[config.mk]
export PLATFORM = sky130hd
export DESIGN_NAME = evo_circuit_evaluator_flat
export DESIGN_NICKNAME = d
export VERILOG_FILES = /design/src/rtl/evo_eval_pkg.sv /design/src/rtl/evo_circuit_evaluator_if.sv /design/src/rtl/evo_circuit_evaluator_sync_2ff.sv /design/src/rtl/evo_circuit_evaluator.sv /design/src/flat_wrapper.sv
export SDC_FILE = /design/constraint.sdc
export NUM_CORES = 1
export LEC_CHECK = 0
export CAP_MARGIN = 20
export CORE_MARGIN = 2
export CORE_UTILIZATION = 30
export DETAILED_ROUTE_END_ITERATION = 8
export PLACE_DENSITY = 0.62
export SYNTH_ARGS = -nofsm -noshare
export SYNTH_HDL_FRONTEND = slang
export SYNTH_SLANG_ARGS = --single-unit
[constraint.sdc]
create_clock -name clk -period 5.2 [get_ports clk]
set_input_delay 0.78 -clock clk [delete_from_list [all_inputs] [get_ports clk]]
set_output_delay 0.78 -clock clk [all_outputs]
set_load 0.02 [all_outputs]
[src/rtl/evo_eval_pkg.sv]
// Shared definitions for the evolved-circuit evaluator.
//   eval_state_t : evaluator FSM states
//   XOR3_TT      : truth table of a 3-input XOR (default grading target)
//   nv(n)        : number of input vectors for an n-input circuit
package evo_eval_pkg;

  typedef enum logic [2:0] {
    IDLE,
    SETTLE,
    SAMPLE,
    NEXT,
    DONE
  } eval_state_t;

  localparam logic [7:0] XOR3_TT = 8'h96;

  function automatic int unsigned nv(input int unsigned n);
    return 32'd1 << n;
  endfunction

endpackage

[src/rtl/evo_circuit_evaluator_if.sv]
// Controller-side bus of the evaluator: start request and graded results.
//   start         : request a full evaluation (controller -> evaluator)
//   busy, done    : run status; done is a one-cycle pulse
//   score         : number of passing vectors, 0..NV
//   fail_mask     : bit i set when vector i failed
//   unstable_mask : bit i set when vector i's samples disagreed
interface evo_circuit_evaluator_if #(
  parameter int unsigned N_IN = 3
);
  localparam int unsigned NV = 32'd1 << N_IN;

  logic          start;
  logic          busy;
  logic          done;
  logic [N_IN:0] score;
  logic [NV-1:0] fail_mask;
  logic [NV-1:0] unstable_mask;

  modport master (
    output start,
    input  busy, done, score, fail_mask, unstable_mask
  );

  modport slave (
    input  start,
    output busy, done, score, fail_mask, unstable_mask
  );
endinterface

[src/rtl/evo_circuit_evaluator_sync_2ff.sv]
// Two-flop synchronizer for a single asynchronous bit.
//   clk, rst_n : clock, async active-low reset (flops clear to 0)
//   d          : asynchronous input
//   q          : synchronized output, two cycles of latency
module sync_2ff (
  input  logic clk,
  input  logic rst_n,
  input  logic d,
  output logic q
);
  logic meta;

  always_ff @(posedge clk or negedge rst_n) begin
    if (!rst_n) begin
      meta <= 1'b0;
      q    <= 1'b0;
    end else begin
      meta <= d;
      q    <= meta;
    end
  end
endmodule

[src/rtl/evo_circuit_evaluator.sv]
// Sweeps every input vector of a combinational circuit under test, waits a
// settle window, samples its (synchronized) output for several cycles and
// grades it against a truth table.
//   clk, rst_n : clock, async active-low reset
//   bus        : controller bus (start in; busy/done/score/masks out)
//   dut_in     : vector driven to the circuit under test
//   dut_out    : circuit output, asynchronous to clk
module evo_circuit_evaluator
  import evo_eval_pkg::*;
#(
  parameter int unsigned N_IN          = 3,
  parameter              EXPECTED      = XOR3_TT,
  parameter int unsigned SETTLE_CYCLES = 4,
  parameter int unsigned SAMPLES       = 4
) (
  input  logic                    clk,
  input  logic                    rst_n,
  evo_circuit_evaluator_if.slave  bus,
  output logic [N_IN-1:0]         dut_in,
  input  logic                    dut_out
);
  localparam int unsigned NV      = nv(N_IN);
  localparam int unsigned CNT_MAX = (SETTLE_CYCLES > SAMPLES) ? SETTLE_CYCLES : SAMPLES;
  localparam int unsigned CNT_W   = $clog2(CNT_MAX);
  localparam logic [NV-1:0] TT    = EXPECTED;

  if (SETTLE_CYCLES < 3) begin : g_bad_settle
    $error("SETTLE_CYCLES must be >= 3");
  end
  if (SAMPLES < 1) begin : g_bad_samples
    $error("SAMPLES must be >= 1");
  end
  if ($bits(EXPECTED) != NV) begin : g_bad_tt
    $error("EXPECTED must be 2**N_IN bits wide");
  end

  eval_state_t      state, state_nxt;
  logic [CNT_W-1:0] cnt;
  logic [N_IN-1:0]  v;
  logic             s_out;
  logic             first_sample;
  logic             vec_fail;
  logic             vec_unstable;
  logic [N_IN:0]    score;
  logic [NV-1:0]    fail_mask;
  logic [NV-1:0]    unstable_mask;
  logic             busy;

  sync_2ff u_sync (
    .clk   (clk),
    .rst_n (rst_n),
    .d     (dut_out),
    .q     (s_out)
  );

  always_ff @(posedge clk or negedge rst_n) begin
    if (!rst_n) state <= IDLE;
    else        state <= state_nxt;
  end

  always_comb begin
    state_nxt = state;
    case (state)
      IDLE:    if (bus.start) state_nxt = SETTLE;
      SETTLE:  if (cnt == '0) state_nxt = SAMPLE;
      SAMPLE:  if (cnt == '0) state_nxt = NEXT;
      NEXT:    state_nxt = (v == N_IN'(NV - 1)) ? DONE : SETTLE;
      DONE:    state_nxt = IDLE;
      default: state_nxt = IDLE;
    endcase
  end

  always_ff @(posedge clk or negedge rst_n) begin
    if (!rst_n) begin
      cnt           <= '0;
      v             <= '0;
      first_sample  <= 1'b0;
      vec_fail      <= 1'b0;
      vec_unstable  <= 1'b0;
      score         <= '0;
      fail_mask     <= '0;
      unstable_mask <= '0;
    end else begin
      case (state)
        IDLE: begin
          if (bus.start) begin
            score         <= '0;
            fail_mask     <= '0;
            unstable_mask <= '0;
            v             <= '0;
            cnt           <= CNT_W'(SETTLE_CYCLES - 1);
            vec_fail      <= 1'b0;
            vec_unstable  <= 1'b0;
          end
        end
        SETTLE: begin
          if (cnt == '0) cnt <= CNT_W'(SAMPLES - 1);
          else           cnt <= cnt - CNT_W'(1);
        end
        SAMPLE: begin
          // The first sampled cycle of a vector is the stability reference.
          if (cnt == CNT_W'(SAMPLES - 1)) first_sample <= s_out;
          else if (s_out != first_sample) vec_unstable <= 1'b1;
          if (s_out != TT[v]) vec_fail <= 1'b1;
          if (cnt != '0) cnt <= cnt - CNT_W'(1);
        end
        NEXT: begin
          if (vec_fail || vec_unstable) begin
            fail_mask[v]     <= 1'b1;
            unstable_mask[v] <= vec_unstable;
          end else begin
            score <= score + (N_IN + 1)'(1);
          end
          if (v != N_IN'(NV - 1)) begin
            v            <= v + N_IN'(1);
            cnt          <= CNT_W'(SETTLE_CYCLES - 1);
            vec_fail     <= 1'b0;
            vec_unstable <= 1'b0;
          end
        end
        default: ;
      endcase
    end
  end

  assign busy              = (state == SETTLE) || (state == SAMPLE) || (state == NEXT);
  assign dut_in            = busy ? v : '0;
  assign bus.busy          = busy;
  assign bus.done          = (state == DONE);
  assign bus.score         = score;
  assign bus.fail_mask     = fail_mask;
  assign bus.unstable_mask = unstable_mask;

endmodule

[src/flat_wrapper.sv]
// flat-port wrapper written by rule: the top's interface ports become plain ports
module evo_circuit_evaluator_flat import evo_eval_pkg::*;
#(
  parameter int unsigned N_IN          = 3,
  parameter              EXPECTED      = XOR3_TT,
  parameter int unsigned SETTLE_CYCLES = 4,
  parameter int unsigned SAMPLES       = 4
)
  (clk, rst_n, dut_in, dut_out, bus_start, bus_busy, bus_done, bus_score, bus_fail_mask, bus_unstable_mask);
  evo_circuit_evaluator_if #(.N_IN(N_IN)) bus_i ();
  input  logic clk;
  input  logic rst_n;
  output logic [N_IN-1:0] dut_in;
  input  logic dut_out;
  input wire logic [$bits(bus_i.start)-1:0] bus_start;
  output wire logic [$bits(bus_i.busy)-1:0] bus_busy;
  output wire logic [$bits(bus_i.done)-1:0] bus_done;
  output wire logic [$bits(bus_i.score)-1:0] bus_score;
  output wire logic [$bits(bus_i.fail_mask)-1:0] bus_fail_mask;
  output wire logic [$bits(bus_i.unstable_mask)-1:0] bus_unstable_mask;
  assign bus_i.start = bus_start;
  assign bus_busy = bus_i.busy;
  assign bus_done = bus_i.done;
  assign bus_score = bus_i.score;
  assign bus_fail_mask = bus_i.fail_mask;
  assign bus_unstable_mask = bus_i.unstable_mask;
  evo_circuit_evaluator #(.N_IN(N_IN), .EXPECTED(EXPECTED), .SETTLE_CYCLES(SETTLE_CYCLES), .SAMPLES(SAMPLES)) u_core (.clk(clk), .rst_n(rst_n), .bus(bus_i), .dut_in(dut_in), .dut_out(dut_out));
endmodule
Yosys cells after proc, flatten, opt, wreduce, memory -nomap -nowiden

Memories as Yosys holds them, arrays and structs flattened.
Cells that the tools add are included.

Output and inout bits: 25
Memory bits (read-only): 8
Memories kept: 1
Latch bits: 0
Bits in registers: 33
RAM bits: 0

Shift operators: 0
Bitwise gates (word level): 1
Multiplexer cells: 33
Equal/unequal tests: 19
Magnitude comparators: 2
Reduce and logical (&&, ||, !) cells: 18
Divide/modulo/power cells: 0
Add/sub/neg operators: 3
Multipliers: 0

Memories:

| memory          | words | width | rd ports | clocked after Yosys merged registers in | write ports | line                         | RTL |
|---|---|---|---|---|---|---|---|
| (no name shown) | 8     | 1     | 1        | 0                                       | 0           | evo_circuit_evaluator.sv:104 | `if (s_out != TT[v]) vec_fail <= 1'b1;` |

Operators by type and width:

| operator                                             | number |
|---|---|
| case mux 8 bit (2 select lines)                      | 2 |
| 2-to-1 mux 8 bit                                     | 3 |
| 2-to-1 mux 3 bit                                     | 7 |
| != test 2 x 1 -> 1 bit (second input constant)       | 7 |
| case mux 3 bit (4 select lines)                      | 1 |
| AND reduction 3 bit                                  | 4 |
| bitwise mux 8 bit                                    | 1 |
| 2-to-1 mux 2 bit                                     | 4 |
| 2-to-1 mux 4 bit                                     | 2 |
| OR 8 bit                                             | 1 |
| case mux 2 bit (4 select lines)                      | 1 |
| case mux 4 bit (2 select lines)                      | 1 |
| AND reduction 4 bit                                  | 2 |
| 2-to-1 mux 1 bit                                     | 7 |
| equality test 3 x 2 -> 1 bit (second input constant) | 2 |
| equality test 3 bit (second input constant)          | 2 |
| != test 2 bit (second input constant)                | 3 |
| case mux 1 bit (3 select lines)                      | 2 |
| case mux 3 bit (2 select lines)                      | 1 |
| AND reduction 5 bit                                  | 1 |
| adder 4 x 1 -> 4 bit (second input constant)         | 1 |
| < comparator 3 x 4 -> 1 bit (second input constant)  | 1 |
| nonzero test 2 bit                                   | 2 |
| nonzero test 4 bit                                   | 1 |
| other kinds (14)                                     | 17 |

Depth between registers and ports, before layout

Gate-level depths: netlist of the first run.

Depth in word-level cells: 7
Gate-level depth with buffers: 5
Mapped depth without buffers: 5

By module

From an unflattened synthesis of the first run, not the netlist that was laid out.

Cells, all modules: 156
Area, all modules: 1,684.1 um^2

Modules (own cells, without submodules):

| module                | cells an instance | area an instance (um^2) | times used |
|---|---|---|---|
| evo_circuit_evaluator | 154               | 1,634.1                 | 1 |
| sync_2ff              | 2                 | 50.0                    | 1 |

Least setup slack after synthesis of the first run

Ideal clock, no wire load.

Path kind: reg-to-output
Start point: register u_core.state[2]
End point: output dut_in[1]
Buffers on the path: 2
Required time: 4.420 ns
Cell stages (with the launch flop): 5
Arrival: 1.378 ns
Setup slack: 3.042 ns
Path through: dfrtp_1 buf_2 buf_2 nor2_1 and2_1

Cells in the longest elaborated chain, start to end: 4

Ends and longest elaborated chain:

| what                                                                                | line                         | RTL |
|---|---|---|
| start: declaration                                                                  | evo_circuit_evaluator.sv:37  | `eval_state_t state, state_nxt;` |
| start signal: assignment                                                            | evo_circuit_evaluator.sv:58  | `else state <= state_nxt;` |
| equality test 3 x 1 -> 1 bit / equality test 3 x 2 -> 1 bit (equally long branches) | evo_circuit_evaluator.sv:126 | `assign busy = (state == SETTLE) \|\| (state == SAMPLE) \|\| (state == NEXT);` |
| logical OR 1 bit                                                                    | evo_circuit_evaluator.sv:126 |  |
| logical OR 1 bit *                                                                  | evo_circuit_evaluator.sv:126 |  |
| via bus_busy                                                                        | flat_wrapper.sv:16           | `output wire logic [$bits(bus_i.busy)-1:0] bus_busy;` |
| 2-to-1 mux 3 bit *                                                                  | evo_circuit_evaluator.sv:127 | `assign dut_in = busy ? v : '0;` |
| end: declaration                                                                    | flat_wrapper.sv:13           | `output logic [N_IN-1:0] dut_in;` |

The timed path passes the listed nets; every way through them passes the cells marked *.

Final worst setup path of the first run

Start point: register u_core.state[1]
End point: output dut_in[1]

Cells in the longest elaborated chain, start to end: 4

Ends and longest elaborated chain:

| what                                                                                | line |
|---|---|
| equality test 3 x 1 -> 1 bit / equality test 3 x 2 -> 1 bit (equally long branches) | evo_circuit_evaluator.sv:126 |
| logical OR 1 bit                                                                    | evo_circuit_evaluator.sv:126 |
| logical OR 1 bit *                                                                  | evo_circuit_evaluator.sv:126 |
| 2-to-1 mux 3 bit *                                                                  | evo_circuit_evaluator.sv:127 |

Every way passes the cells marked *; elsewhere a longest branch is shown, timed or not.

==> impl_metrics.tcl, run 1 <==
set metrics [dict create \
    die_area_sq_um 6497 \
    insertion_delay_ns 0.29 \
    synth_edf_count 0 \
    reg2reg_depth 3 \
    stdcell_count 266 \
    fin_crit_ns 2.982 \
    r2r_start "u_core.state[2]$_DFFE_PN0P_" \
    pwr-share-clk 0.184 \
    routed_wirelength_microns 3683 \
    drc 0 \
    hold_end "u_core.u_sync.q$_DFF_PN0_" \
    ctsLongestPathBuffers 2 \
    antenna_found_initial 0 \
    grt_pass1_vias 1304 \
    dpl_cell_area_sq_um 2073 \
    ys_ff_latch 33 \
    hold_slack_ns 0.3527 \
    routedWlPerCell_microns 13.85 \
    ys_types 47 \
    synth_cells 166 \
    r2r_setup_slack_ns 3.28 \
    fin_util 0.3874 \
    cts_hold_buf 0 \
    fin_ws_ns 2.218 \
    hp-class "flip-flop to flip-flop" \
    finalMaxSlewViolations 0 \
    p_int_mw 0.6197 \
    clkTransAtPathRegs_ns 0.06 \
    setup_violations 0 \
    synth_area_leaders "dfrtp_1, mux2i_1, nand2_1" \
    layout-drive-gt1-share 0.1031 \
    vias_per_cell 4.763 \
    port-buffer-count 28 \
    worst-setup-path-type "flip-flop to output port" \
    rows 27 \
    nets 202 \
    first_iter_violations 86 \
    worstPathArrival_ns 2.20 \
    diodes 0 \
    place_congestion 0.7734 \
    yosys.area.top_type "dfrtp_1" \
    maxCapViolations 0 \
    cts_setup_buffers 0 \
    syn2layout_area_growth_pct 22.67 \
    ys_async_sr_fraction 1.000 \
    fin_area_sq_um 2160 \
    clockRootBuffer "clkbuf_8" \
    powerDensity_nw_per_um2 473.7 \
    finalCritPeriodShare 0.5735 \
    via_count 1267 \
    ys_seq_area_frac 0.4691 \
    hpwlAfterDp_microns 2484 \
    grt.overflow.total 0 \
    cp_cell_sequence "nor2_1, nor2_1, and2_1, clkdlybuf4s50_1" \
    worst_clock_skew_ns 0.006281 \
    dpl_worst_slack_ns 2.535 \
    io_pins 29 \
    p_leak_nw 0.9454 \
    pwr-share-seq 0.408 \
    crit_fanout 23 \
    finalPower_mw 1.023 \
    holdPathStages 0 \
    grt_setup_unrepaired "no" \
    antenna_left 0 \
    crit_required_ns 4.42 \
    synth_nets 175 \
    run_status "completed" \
    crit_slowest_cell "dfrtp_1" \
    grt_pass1_wl_microns 6361 \
    timing.fmax_mhz 335.3 \
    synth_top_area_share 0.4691 \
    synth_ff_type "dfrtp_1" \
    finalHoldViolCount 0 \
    max_slew_margin 0.4598 \
    synth_area_per_cell_sq_um 10.61 \
    worst_pin_slew_ns 0.8103 \
    combPwrFrac 0.409 \
    h-tree-depth 2 \
    p_switching_mw 0.4032 \
    start_kind "flip-flop" \
    drtPass1Iterations 4 \
    grt_usage 0.1317 \
    clock-sinks 33 \
    cts_buffers 5 \
    core_region_area_sq_um 5574 \
    ys_warn_count 0 \
    cts_tree "yes" \
    grt_max_degree 34 \
    power.share.switching 0.3942 \
    cts_resized 0 \
    hp-start "u_core.u_sync.meta$_DFF_PN0_" \
    syn_area_sq_um 1760 \
    ir_worst_vdd_mv 0.2028 \
    fin_tns_setup_ns 0 \
    cpPeakStageDelay_ns 0.79 \
    start_util 0.3158 \
    dp.cells 258 \
    cpMostUsedCell "nor2_1" \
    die_x_microns 80.61 \
    reg2reg_to "u_core.v[0]$_DFFE_PN0P_" \
    endpoint_kind "output port" \
    die_h_microns 80.61 \
]
[worst max-delay path by stage]
| stage | cells past startpoint | slack [ns] | start | to |
|---|---|---|---|---|
| final | 4 | 2.22 | u_core.state[1]$_DFFE_PN0P_ | dut_in[1] |
| after global routing | 4 | 2.07 | u_core.state[1]$_DFFE_PN0P_ | dut_in[1] |
| after detailed placement | 4 | 2.53 | u_core.state[1]$_DFFE_PN0P_ | dut_in[1] |
| after floorplan | 4 | 3.04 | u_core.state[2]$_DFFE_PN0P_ | dut_in[1] |
| after global placement | 4 | 2.57 | u_core.state[1]$_DFFE_PN0P_ | dut_in[1] |
| after CTS | 4 | 2.21 | u_core.state[1]$_DFFE_PN0P_ | dut_in[1] |
[synth_stat cells (2+ instances only)]
cell type  number
buf_2           4
nor3_1          2
a211oi_1        2
nand3_1         3
nand2_1        19
nand2b_1        3
mux2i_1        12
o31ai_1         2
dfrtp_1        33
and2_1          3
o2111ai_1       4
buf_6           3
ha_1            5
xnor2_1         3
nor4bb_1        2
a21oi_1        11
inv_1          15
nor2_1          5
o21ai_0         7
[critical path: cells and delay by family, from the launching register on]
family,cells,cell delay [ns]
flip-flops,1,0.79
buffers and inverters,1,0.60
AND/OR/NAND/NOR,3,0.53
[layout make-up]
type | count | area, sq um
clock buffers | 5 | 68.82
clock inverters | 3 | 17.52
fillers | 583 | 3415
inverters | 15 | 56.30
multi-input cells | 109 | 813.3
flip-flops and latches | 33 | 825.8
well taps | 72 | 90.09
repair buffers | 29 | 287.8
[power by group through the flow]
| stage | logic [mW] | registers, mW | clock network, mW |
|---|---|---|---|
| CTS | 0.425 | 0.418 | 0.195 |
| detailed placement | 0.424 | 0.421 | 0 |
| finish | 0.418 | 0.417 | 0.188 |
| global placement | 0.416 | 0.418 | 0 |
| global route | 0.466 | 0.431 | 0.213 |
| floorplan | 0.300 | 0.412 | 0 |
[placed cells by master (no fill, tap or decap), drive strengths merged, types with 3 or more instances in the layout]
| cell type | instances |
|---|---|
| a211oi | 3 |
| a21oi | 11 |
| and2 | 3 |
| clkbuf | 5 |
| clkdlybuf4s50 | 28 |
| dfrtp | 33 |
| ha | 5 |
| inv | 15 |
| mux2i | 12 |
| nand2 | 19 |
| nand2b | 3 |
| nand3 | 3 |
| nor2 | 6 |
| o2111ai | 4 |
| o21ai | 7 |
| xnor2 | 3 |
[registers in the layout, indices dropped and copies added, names as in the netlist]
signal	flops
u_core.state	3
u_core.cnt	2
u_core.v	3
u_core.bus.score	4
u_core.first_sample	1
u_core.vec_unstable	1
u_core.bus.unstable_mask	8
u_core.vec_fail	1
u_core.u_sync.q	1
u_core.u_sync.meta	1
u_core.bus.fail_mask	8
[metal layers]
layer  up-vias  wire (microns)  global-route usage
li1        636               -                   -
met5         -               0                   0
met1       604            1822              0.1819
met2        23            1623              0.1917
met3         4             192             0.04719
met4         0              45             0.04068
[logic make-up after synthesis]
logic type,count (synthesis),synth area share
AO/OA/AOI/OAI,35,0.1372
XOR/XNOR,4,0.01990
buffers and inverters,24,0.06894
multiplexers,14,0.08316
flip-flops,33,0.4691
adder cells (fa/ha/maj),5,0.03554
AND/OR/NAND/NOR,51,0.1862
(Power assumes the default switching activity.)
==> inputs of run 2 (changes only) <==
--- a/config.mk
+++ b/config.mk
@@ -9,7 +9,7 @@
 export CORE_MARGIN = 2
 export CORE_UTILIZATION = 30
 export DETAILED_ROUTE_END_ITERATION = 8
-export PLACE_DENSITY = 0.62
+export PLACE_DENSITY = 0.64
 export SYNTH_ARGS = -nofsm -noshare
 export SYNTH_HDL_FRONTEND = slang
 export SYNTH_SLANG_ARGS = --single-unit
==> constraint.sdc (replaced) <==
create_clock -name clk -period 2.6 [get_ports clk]
set_input_delay 0.39 -clock clk [delete_from_list [all_inputs] [get_ports clk]]
set_output_delay 0.39 -clock clk [all_outputs]
set_load 0.02 [all_outputs]
==> run 2 against run 1 <==
- worst hold slack is essentially flat
- sequential power grew 83%
- final area grew 2.1%
- clock power grew 130%
- clock-buffer cell count grew 2
- non-clock buffer count grew 4
- total power grew 110%
- die area is the same
- register-to-register slack lost 2.5 ns
- final cell count grew 1.5%
- critical path type unchanged
- largest power group unchanged
==> impl_metrics.tcl, run 2 (synthesis results as in run 1) <==
set metrics [dict create \
    max_slew_margin 0.7121 \
    layout_common_cells "dfrtp_1, clkdlybuf4s50_1, nand2_1" \
    clock-sinks 33 \
    diodes 0 \
    r2r_setup_slack_ns 0.80 \
    ir_worst_vdd_mv 0.3993 \
    io_pins 29 \
    routed_wirelength_microns 3798 \
    insertion_delay_ns 0.29 \
    clkTransAtPathRegs_ns 0.07 \
    grt.overflow.total 0 \
    worstPathArrival_ns 1.85 \
    cts_setup_buffers 0 \
    cts_tree "yes" \
    grt_usage 0.1299 \
    place_congestion 0.7844 \
    worst-setup-path-type "flip-flop to output port" \
    hp-class "flip-flop to flip-flop" \
    via_count 1307 \
    powerDensity_nw_per_um2 967.3 \
    reg2reg_depth 5 \
    fin_crit_ns 2.238 \
    start_kind "flip-flop" \
    timing.fmax_mhz 446.8 \
    fin_tns_setup_ns 0 \
    crit_required_ns 2.21 \
    top_layer "met4" \
    h-tree-depth 2 \
    grt_pass1_wl_microns 6410 \
    port-buffer-count 28 \
    core_region_area_sq_um 5574 \
    wl_met3_microns 197 \
    worst_clock_skew_ns 0.002300 \
    grt_max_degree 34 \
    antenna_found_initial 0 \
    final_common_cell "dfrtp_1" \
    worst_pin_slew_ns 0.4319 \
    hpwlAfterDp_microns 2547 \
    rows 27 \
    start_util 0.3158 \
    fill_cells 560 \
    setup_violations 0 \
    ctsLongestPathBuffers 2 \
    clockRootBuffer "clkbuf_8" \
    dpl_worst_slack_ns 0.6613 \
    fin_util 0.3955 \
    cts_buffers 5 \
    fin_area_sq_um 2205 \
    regArea_sq_um 825.8 \
    antenna_left 0 \
    fin_ws_ns 0.3617 \
    syn2layout_area_growth_pct 25.23 \
    first_iter_violations 59 \
    drtPass1Iterations 4 \
    finalCritPeriodShare 0.8609 \
    run_status "completed" \
    vias_per_cell 4.841 \
    finalMaxSlewViolations 0 \
    grt_setup_unrepaired "no" \
    maxCapViolations 0 \
    grt_pass1_vias 1352 \
    drc 0 \
    endpoint_kind "output port" \
    cts_resized 0 \
    multi_input_area_sq_um 813.3 \
    top_regs "u_core.bus.fail_mask (8), u_core.bus.unstable_mask (8), u_core.bus.score (4)" \
    finalHoldViolCount 0 \
    die_h_microns 80.61 \
    cts_hold_buf 0 \
    nets 206 \
    holdPathStages 0 \
    layout-drive-gt1-share 0.1212 \
    dpl_cell_area_sq_um 2103 \
    die_area_sq_um 6497 \
    p_leak_nw 0.9763 \
    wl_met1_microns 1829 \
    routedWlPerCell_microns 14.07 \
    die_x_microns 80.61 \
    crit_fanout 9 \
    wl_met2_microns 1730 \
]
==> run 2: path summary, 6_finish.rpt <==
check | startpoint | end
max | u_core.v[0]$_DFFE_PN0P_ | dut_in[0]
min | u_core.u_sync.meta$_DFF_PN0_ | u_core.u_sync.q$_DFF_PN0_
max reg2reg | u_core.v[0]$_DFFE_PN0P_ | u_core.v[0]$_DFFE_PN0P_
min reg2reg | u_core.u_sync.meta$_DFF_PN0_ | u_core.u_sync.q$_DFF_PN0_
max in group asynchronous | rst_n | u_core.bus.unstable_mask[0]$_DFFE_PN0P_
min in group asynchronous | rst_n | u_core.cnt[0]$_DFFE_PN0P_
==> run 2: per-stage QoR <==
stage                     instances  hold WS, ns  power, mW
after floorplan                 166      0.09441      1.424
after global placement          262       0.3344      1.691
after detailed placement        262       0.3410      1.708
after CTS                       270       0.3563      2.150
after global routing            270       0.3718      2.281
final                           270       0.3522      2.132
==> run 2: area by class of cell <==
class	instances	share of cell area
clock buffer	7	0.04370
clock inverter	1	0.002270
inverter	15	0.02554
multi-input combinational	109	0.3689
sequential	33	0.3746
tap	72	0.04086
timing repair buffer	33	0.1442
==> run 2: power breakdown <==
group / internal (mW) / switching, mW
registers: 0.639 / 0.125
logic: 0.434 / 0.499
clock network: 0.239 / 0.195
==> run 2: critical path, stage by stage (launching register included) <==
cell and delay, ns:
dfrtp_1 0.51, inv_1 0.13, nor3_1 0.25, clkdlybuf4s50_1 0.66
==> run 2: routing by layer <==
metal  up-vias  global-route usage
met1       635              0.1683
met4         0             0.04576
met3         3             0.03933
li1        645                   -
met2        24              0.2050
met5         -                   0
